<file path="src/rtl/ntt_bridge_pkg.sv">
// Shared definitions for the NTT stream bridge: controller state encoding,
// default geometry and the word-counter width helper.
package ntt_bridge_pkg;

    typedef enum logic [2:0] {
        ST_IDLE   = 3'd0,
        ST_LOAD   = 3'd1,
        ST_KICK   = 3'd2,
        ST_RUN    = 3'd3,
        ST_UNLOAD = 3'd4
    } state_t;

    localparam int DEF_DATA_W = 16;
    localparam int DEF_ADDR_W = 8;
    localparam int DEF_LANES  = 2;

    localparam int N     = 2 ** DEF_ADDR_W;
    localparam int WORDS = N / DEF_LANES;
    localparam int CNT_W = DEF_ADDR_W - $clog2(DEF_LANES) + 1;

    // Word counter must hold the full word count (one extra bit) so it never wraps.
    function automatic int cnt_width(input int addr_w, input int lanes);
        return addr_w - $clog2(lanes) + 1;
    endfunction

endpackage

</file>
<file path="src/rtl/ntt_skid_fifo.sv">
// Two-entry valid/ready buffer for core read data. out_valid is a decode of
// the occupancy register only, so it never depends on pop in the same cycle.
module ntt_skid_fifo #(
    parameter int W = 32
) (
    input  logic         clk,
    input  logic         rst_n,
    input  logic         push,
    input  logic [W-1:0] push_data,
    input  logic         pop,
    output logic         out_valid,
    output logic [W-1:0] out_data,
    output logic [1:0]   occupancy
);

    logic [W-1:0] mem_r [2];
    logic         wr_ptr_r;
    logic         rd_ptr_r;
    logic [1:0]   occ_r;
    logic         push_ok_s;
    logic         pop_ok_s;

    assign pop_ok_s  = pop && (occ_r != 2'd0);
    assign push_ok_s = push && ((occ_r != 2'd2) || pop_ok_s);

    // Storage, pointers and occupancy; the writer never pushes into a full buffer.
    always_ff @(posedge clk or negedge rst_n) begin
        if (!rst_n) begin
            mem_r[0] <= {W{1'b0}};
            mem_r[1] <= {W{1'b0}};
            wr_ptr_r <= 1'b0;
            rd_ptr_r <= 1'b0;
            occ_r    <= 2'd0;
        end else begin
            if (push_ok_s) begin
                mem_r[wr_ptr_r] <= push_data;
                wr_ptr_r        <= ~wr_ptr_r;
            end
            if (pop_ok_s) begin
                rd_ptr_r <= ~rd_ptr_r;
            end
            occ_r <= occ_r + {1'b0, push_ok_s} - {1'b0, pop_ok_s};
        end
    end

    assign out_valid = (occ_r != 2'd0);
    assign out_data  = mem_r[rd_ptr_r];
    assign occupancy = occ_r;

endmodule

</file>
<file path="src/rtl/ntt_stream_bridge.sv">
// Streams one polynomial into the NTT core memory, kicks the core, waits for
// completion and streams the result back out through a 2-entry skid buffer.
// Optional feature macro: NTT_BRIDGE_STATS_EN adds stat_run_cycles.
module ntt_stream_bridge
    import ntt_bridge_pkg::*;
#(
    parameter int DATA_W = 16,
    parameter int ADDR_W = 8,
    parameter int LANES  = 2
) (
    input  logic                      clk,
    input  logic                      rst_n,
    input  logic                      start,
    input  logic                      mode,
    output logic                      busy,
    output logic                      done,
    input  logic                      in_valid,
    output logic                      in_ready,
    input  logic [LANES*DATA_W-1:0]   in_data,
    output logic                      core_we,
    output logic                      core_re,
    output logic [LANES*ADDR_W-1:0]   core_addr,
    output logic [LANES*DATA_W-1:0]   core_wdata,
    input  logic [LANES*DATA_W-1:0]   core_rdata,
    output logic                      core_start,
    output logic                      core_mode,
    input  logic                      core_done,
    output logic                      out_valid,
    input  logic                      out_ready,
    output logic [LANES*DATA_W-1:0]   out_data
`ifdef NTT_BRIDGE_STATS_EN
    ,output logic [31:0]              stat_run_cycles
`endif
);

    localparam int WORDS_L = (2 ** ADDR_W) / LANES;
    localparam int CNT_L   = cnt_width(ADDR_W, LANES);
    localparam int WW      = LANES * DATA_W;
    localparam logic [CNT_L-1:0] LAST_IDX = CNT_L'(WORDS_L - 1);
    localparam logic [CNT_L-1:0] WORD_CNT = CNT_L'(WORDS_L);

    state_t                   state_r;
    state_t                   state_s;
    logic [CNT_L-1:0]         cnt_r;
    logic [CNT_L-1:0]         out_cnt_r;
    logic                     mode_r;
    logic                     busy_r;
    logic                     done_r;
    logic                     in_ready_r;
    logic                     core_start_r;
    logic                     inflight_r;
    logic                     start_acc_s;
    logic                     we_s;
    logic                     re_s;
    logic                     done_s;
    logic                     pop_s;
    logic                     fifo_valid_s;
    logic [1:0]               occ_s;
    logic [2:0]               budget_s;
    logic [WW-1:0]            fifo_data_s;
    logic [LANES*ADDR_W-1:0]  core_addr_s;

    assign pop_s    = fifo_valid_s && out_ready;
    // Slots that will be taken after this edge if no new read is issued.
    assign budget_s = {1'b0, occ_s} + {2'b00, inflight_r} - {2'b00, pop_s};

    // Next-state and strobe decode for the job sequencer.
    always_comb begin
        state_s     = state_r;
        start_acc_s = 1'b0;
        we_s        = 1'b0;
        re_s        = 1'b0;
        done_s      = 1'b0;
        case (state_r)
            ST_IDLE: begin
                if (start) begin
                    start_acc_s = 1'b1;
                    state_s     = ST_LOAD;
                end else begin
                    state_s = ST_IDLE;
                end
            end
            ST_LOAD: begin
                if (in_valid) begin
                    we_s = 1'b1;
                    if (cnt_r == LAST_IDX) begin
                        state_s = ST_KICK;
                    end else begin
                        state_s = ST_LOAD;
                    end
                end else begin
                    state_s = ST_LOAD;
                end
            end
            ST_KICK: begin
                state_s = ST_RUN;
            end
            ST_RUN: begin
                if (core_done) begin
                    state_s = ST_UNLOAD;
                end else begin
                    state_s = ST_RUN;
                end
            end
            ST_UNLOAD: begin
                if ((cnt_r < WORD_CNT) && (budget_s < 3'd2)) begin
                    re_s = 1'b1;
                end else begin
                    re_s = 1'b0;
                end
                if (pop_s && (out_cnt_r == LAST_IDX)) begin
                    done_s  = 1'b1;
                    state_s = ST_IDLE;
                end else begin
                    state_s = ST_UNLOAD;
                end
            end
            default: begin
                state_s = ST_IDLE;
            end
        endcase
    end

    // Per-lane core address, held at zero when no access is strobed.
    always_comb begin
        core_addr_s = {(LANES*ADDR_W){1'b0}};
        if (we_s || re_s) begin
            for (int l = 0; l < LANES; l++) begin
                core_addr_s[l*ADDR_W +: ADDR_W] = ADDR_W'(int'(cnt_r) * LANES + l);
            end
        end else begin
            core_addr_s = {(LANES*ADDR_W){1'b0}};
        end
    end

    // Sequencer state, counters and registered status/handshake outputs.
    always_ff @(posedge clk or negedge rst_n) begin
        if (!rst_n) begin
            state_r      <= ST_IDLE;
            cnt_r        <= {CNT_L{1'b0}};
            out_cnt_r    <= {CNT_L{1'b0}};
            mode_r       <= 1'b0;
            busy_r       <= 1'b0;
            done_r       <= 1'b0;
            in_ready_r   <= 1'b0;
            core_start_r <= 1'b0;
            inflight_r   <= 1'b0;
        end else begin
            state_r      <= state_s;
            busy_r       <= (state_s != ST_IDLE);
            done_r       <= done_s;
            in_ready_r   <= (state_s == ST_LOAD);
            core_start_r <= (state_s == ST_KICK);
            inflight_r   <= re_s;
            if (start_acc_s) begin
                mode_r    <= mode;
                cnt_r     <= {CNT_L{1'b0}};
                out_cnt_r <= {CNT_L{1'b0}};
            end else if (we_s || re_s) begin
                cnt_r <= cnt_r + CNT_L'(1);
            end else if ((state_r == ST_RUN) && core_done) begin
                cnt_r <= {CNT_L{1'b0}};
            end
            if ((state_r == ST_UNLOAD) && pop_s) begin
                out_cnt_r <= out_cnt_r + CNT_L'(1);
            end
        end
    end

    ntt_skid_fifo #(
        .W (WW)
    ) u_skid (
        .clk       (clk),
        .rst_n     (rst_n),
        .push      (inflight_r),
        .push_data (core_rdata),
        .pop       (pop_s),
        .out_valid (fifo_valid_s),
        .out_data  (fifo_data_s),
        .occupancy (occ_s)
    );

    assign busy       = busy_r;
    assign done       = done_r;
    assign in_ready   = in_ready_r;
    assign core_we    = we_s;
    assign core_re    = re_s;
    assign core_addr  = core_addr_s;
    assign core_wdata = we_s ? in_data : {WW{1'b0}};
    assign core_start = core_start_r;
    assign core_mode  = mode_r;
    assign out_valid  = fifo_valid_s;
    assign out_data   = fifo_data_s;

`ifdef NTT_BRIDGE_STATS_EN
    logic [31:0] run_cycles_r;

    // Saturating count of cycles spent waiting on the core for the latest job.
    always_ff @(posedge clk or negedge rst_n) begin
        if (!rst_n) begin
            run_cycles_r <= 32'd0;
        end else if (start_acc_s) begin
            run_cycles_r <= 32'd0;
        end else if ((state_r == ST_RUN) && (run_cycles_r != 32'hFFFF_FFFF)) begin
            run_cycles_r <= run_cycles_r + 32'd1;
        end
    end

    assign stat_run_cycles = run_cycles_r;
`else
    // Statistics disabled: no run-cycle counter.
`endif

endmodule

</file>
<file path="config.mk">
export PLATFORM = sky130hd
export DESIGN_NAME = ntt_stream_bridge
export DESIGN_NICKNAME = d
export VERILOG_FILES = /design/src/rtl/ntt_bridge_pkg.sv /design/src/rtl/ntt_skid_fifo.sv /design/src/rtl/ntt_stream_bridge.sv
export SDC_FILE = /design/constraint.sdc
export NUM_CORES = 1
export LEC_CHECK = 0
export ABC_CLOCK_PERIOD_IN_PS = 4600
export CAP_MARGIN = 10
export CORE_UTILIZATION = 45
export DETAILED_ROUTE_END_ITERATION = 8
export PLACE_DENSITY = 0.78
export SKIP_LAST_GASP = 1
export SLEW_MARGIN = 20
export SYNTH_ARGS = -nofsm -noshare
export SYNTH_HDL_FRONTEND = slang
export SYNTH_HIERARCHICAL = 1
export SYNTH_SLANG_ARGS = --single-unit
</file>
<file path="constraint.sdc">
create_clock -name clk -period 4.6 [get_ports clk]
set_clock_uncertainty 0.05 [all_clocks]
set_input_delay 0.92 -clock clk [delete_from_list [all_inputs] [get_ports clk]]
set_output_delay 0.92 -clock clk [all_outputs]
set_load 0.005 [all_outputs]
</file>
==> flow_summary.json <==
{
  "status": "complete, no violations",
  "fp-row-count": 37,
  "slew_headroom_pct": 31.6,
  "grt_usage_pct": 20.1,
  "comb_power_share_pct": 34.2,
  "tightest_slew_ns": 1.03,
  "top_layer": "met4",
  "clockPowerShare_pct": 24.4,
  "ys_seq_area_share_pct": 47.7,
  "overflow": 0,
  "tns_ns": 0,
  "pwr-share-seq_pct": 41.3,
  "setup_viol": 0,
  "dp_hpwl_um": 7660,
  "drtPass1Iterations": 4,
  "synth_area_leaders": "dfrtp_1, mux2_4, mux2_2",
  "initial_core_util_pct": 46.8,
  "max_freq_ghz": 0.224,
  "critPathRequiredTime_ns": 3.63,
  "gp_congestion": 0.806,
  "criticalPathCategory": "flip-flop to primary output",
  "netlist_instances": 376,
  "clock_path_buffers": 2,
  "finalHoldViolations": 0,
  "endpoint_kind": "primary output",
  "syn_to_final_growth_pct": 40.2,
  "ioPinCount": 159,
  "min_path_type": "flip-flop to flip-flop",
  "avgSynthCellArea_um2": 13.0,
  "crit_path_start_kind": "flip-flop",
  "drive_above_1_share_pct": 26.8,
  "stdcell_count": 674,
  "fin_nets": 610,
  "power_switching_share_pct": 29.2,
  "synth_area_leader_cell": "dfrtp_1",
  "placed_cells": 650,
  "clock_sinks": 93,
  "power.switching_uw": 694,
  "ant_nets": 0,
  "report.final.slew_viol_count": 0,
  "io_buffers": 157,
  "via_per_inst": 5.14,
  "wl_met1_um": 4840,
  "fin_crit_ns": 4.47,
  "drt_drc_violations_left": 0,
  "synth_nets": 453,
  "ys_ff_latch": 93,
  "synth_top_area_share_pct": 47.7,
  "cpPeakStageDelay_ns": 0.50,
  "cts_max_level": 3,
  "path_max_fanout": 5,
  "antenna_found_initial": 0,
  "p_leak_nw": 2.93,
  "ys.flop_type": "dfrtp_1",
  "final_core_util_pct": 65.6,
  "grt_pass1_wl_um": 17900,
  "crit_family": "buffers and inverters",
  "synth_edf_count": 0,
  "yosysWarnings": 6,
  "insertion_delay_ns": 0.36,
  "num_vias": 3463,
  "diodes": 0,
  "ctsHoldBuffers": 0,
  "yosysUniqueCellTypes": 43,
  "drv_cap": 0,
  "grt_max_degree": 63,
  "crit_arrival_ns": 3.50,
  "die_w_um": 106,
  "synthTopCellsByCount": "dfrtp_1, mux2_4, and2_1",
  "drt_iter0_drc": 144,
  "met2_length_um": 5480,
  "intPower_mw": 1.69,
  "grt_pass1_vias": 3652,
  "fillCellCount": 789,
  "route.met3.wl_um": 676,
  "yosysMostFrequentCell": "dfrtp_1",
  "async_reset_ff_share_pct": 100,
  "dieArea_um2": 11300,
  "cts_tree": "yes",
  "period_share_pct": 97.2,
  "cts_buffers": 9,
  "core_um2": 10400,
  "cts_root_buf": "clkbuf_8",
  "worstPathCellList": "or2_4 > nand2_1 > inv_1 > ha_1 > nand2b_1 > fa_2 > xor2_2 > o31ai_4 > clkbuf_16 > and2_1 > clkdlybuf4s50_1",
  "peakVddDrop_v": 0.000172,
  "die_h_um": 106,
  "p_per_area_nw_per_um2": 348,
  "clk_pin_slew_ns": 0.10,
  "syn-cell-area_um2": 4880,
  "wirelength_um": 11100,
  "critPathSlowestCell": "clkdlybuf4s50_1",
  "wl_per_cell_um": 16.5,
  "worstPathBufferInverterCount": 3
}
-- routing by layer --
| layer | track usage, % | up-vias |
|---|---|---|
| li1 | - | 1607 |
| met5 | 0 | - |
| met3 | 4.48 | 9 |
| met2 | 35.0 | 138 |
| met1 | 25.2 | 1709 |
| met4 | 5.56 | 0 |
-- state kept, by name, summed over array words and instances (netlist names), 2 cells and up --
signal	count
out_cnt_r	8
u_skid/occupancy	2
u_skid/mem_r	64
cnt_r	8
state_r	3
-- layout by cell type, fill, tap and decap left out, types with 4 or more instances in the layout --
| cell type | Yosys | routed |
|---|---|---|
| a21oi_1 | 5 | 5 |
| and2_1 | 41 | 40 |
| and3_1 | 4 | 4 |
| buf_4 | 9 | 15 |
| clkbuf_8 | 0 | 9 |
| clkdlybuf4s50_1 | 0 | 154 |
| dfrtp_1 | 93 | 92 |
| ha_1 | 5 | 5 |
| inv_1 | 8 | 8 |
| mux2_2 | 38 | 38 |
| mux2_4 | 60 | 60 |
| nand2_1 | 16 | 16 |
| nand2b_1 | 5 | 4 |
| nand3_1 | 5 | 5 |
| nor2_1 | 6 | 6 |
| nor3_1 | 6 | 6 |
| o21ai_0 | 17 | 17 |
-- worst paths after layout --
path / from / endpoint / slack (ns) / depth (start not counted)
min reg2reg: out_cnt_r[7] / out_cnt_r[7] / 0.44 / 1
max: u_skid/occupancy[0] / core_addr[10] / 0.13 / 11
min in group asynchronous: rst_n / u_skid/mem_r[39] / 0.58 / 1
max reg2reg: u_skid/occupancy[0] / cnt_r[5] / 1.39 / 13
max in group asynchronous: rst_n / u_skid/mem_r[51] / 2.97 / 2
min: out_cnt_r[7] / out_cnt_r[7] / 0.44 / 1
-- per-stage QoR --
step	hold WS, ns	power, mW	setup slack, ns	instance area (um^2)
after floorplan	0.388	1.35	0.661	4880
after global placement	0.406	1.74	-0.0267	6490
after detailed placement	0.428	1.76	-0.0533	6490
after CTS	0.442	2.36	-0.0703	6740
after global routing	0.474	2.51	-0.0188	6830
final	0.441	2.38	0.129	6830
-- power by group through the flow --
stage / sequential [mW] / clock (mW) / combinational, mW
after floorplan: 0.941 / 0 / 0.409
after global placement: 0.996 / 0 / 0.746
after detailed placement: 1.00 / 0 / 0.761
after CTS: 0.985 / 0.601 / 0.773
after global routing: 0.996 / 0.632 / 0.881
final: 0.983 / 0.581 / 0.815
-- cell type report --
cell class	count	area (um^2)	area share [%]
clock buffers	9	124	1.81
clock inverters	7	90.1	1.32
inverters	8	30.0	0.439
multi-input cells	247	2330	34.2
flip-flops and latches	93	2330	34.1
well taps	136	170	2.49
repair buffers	174	1760	25.7
-- cell families after synthesis --
group,share of synthesized area [%]
simple gates,12.7
mux,27.9
flops,47.7
buf+inv,4.95
compound gates,4.05
fa+ha+maj,1.69
xor+xnor,0.898
other cells,0.0769
-- what timing repair did --
action / CTS / global route
gates resized for setup: 0 / 8
buffers inserted: 1 / 5
cloned: 1 / 1
setup endpoints to repair: 14 / 15
pin swaps: 1 / 1
Note: power is estimated with default switching activity, not from simulation.
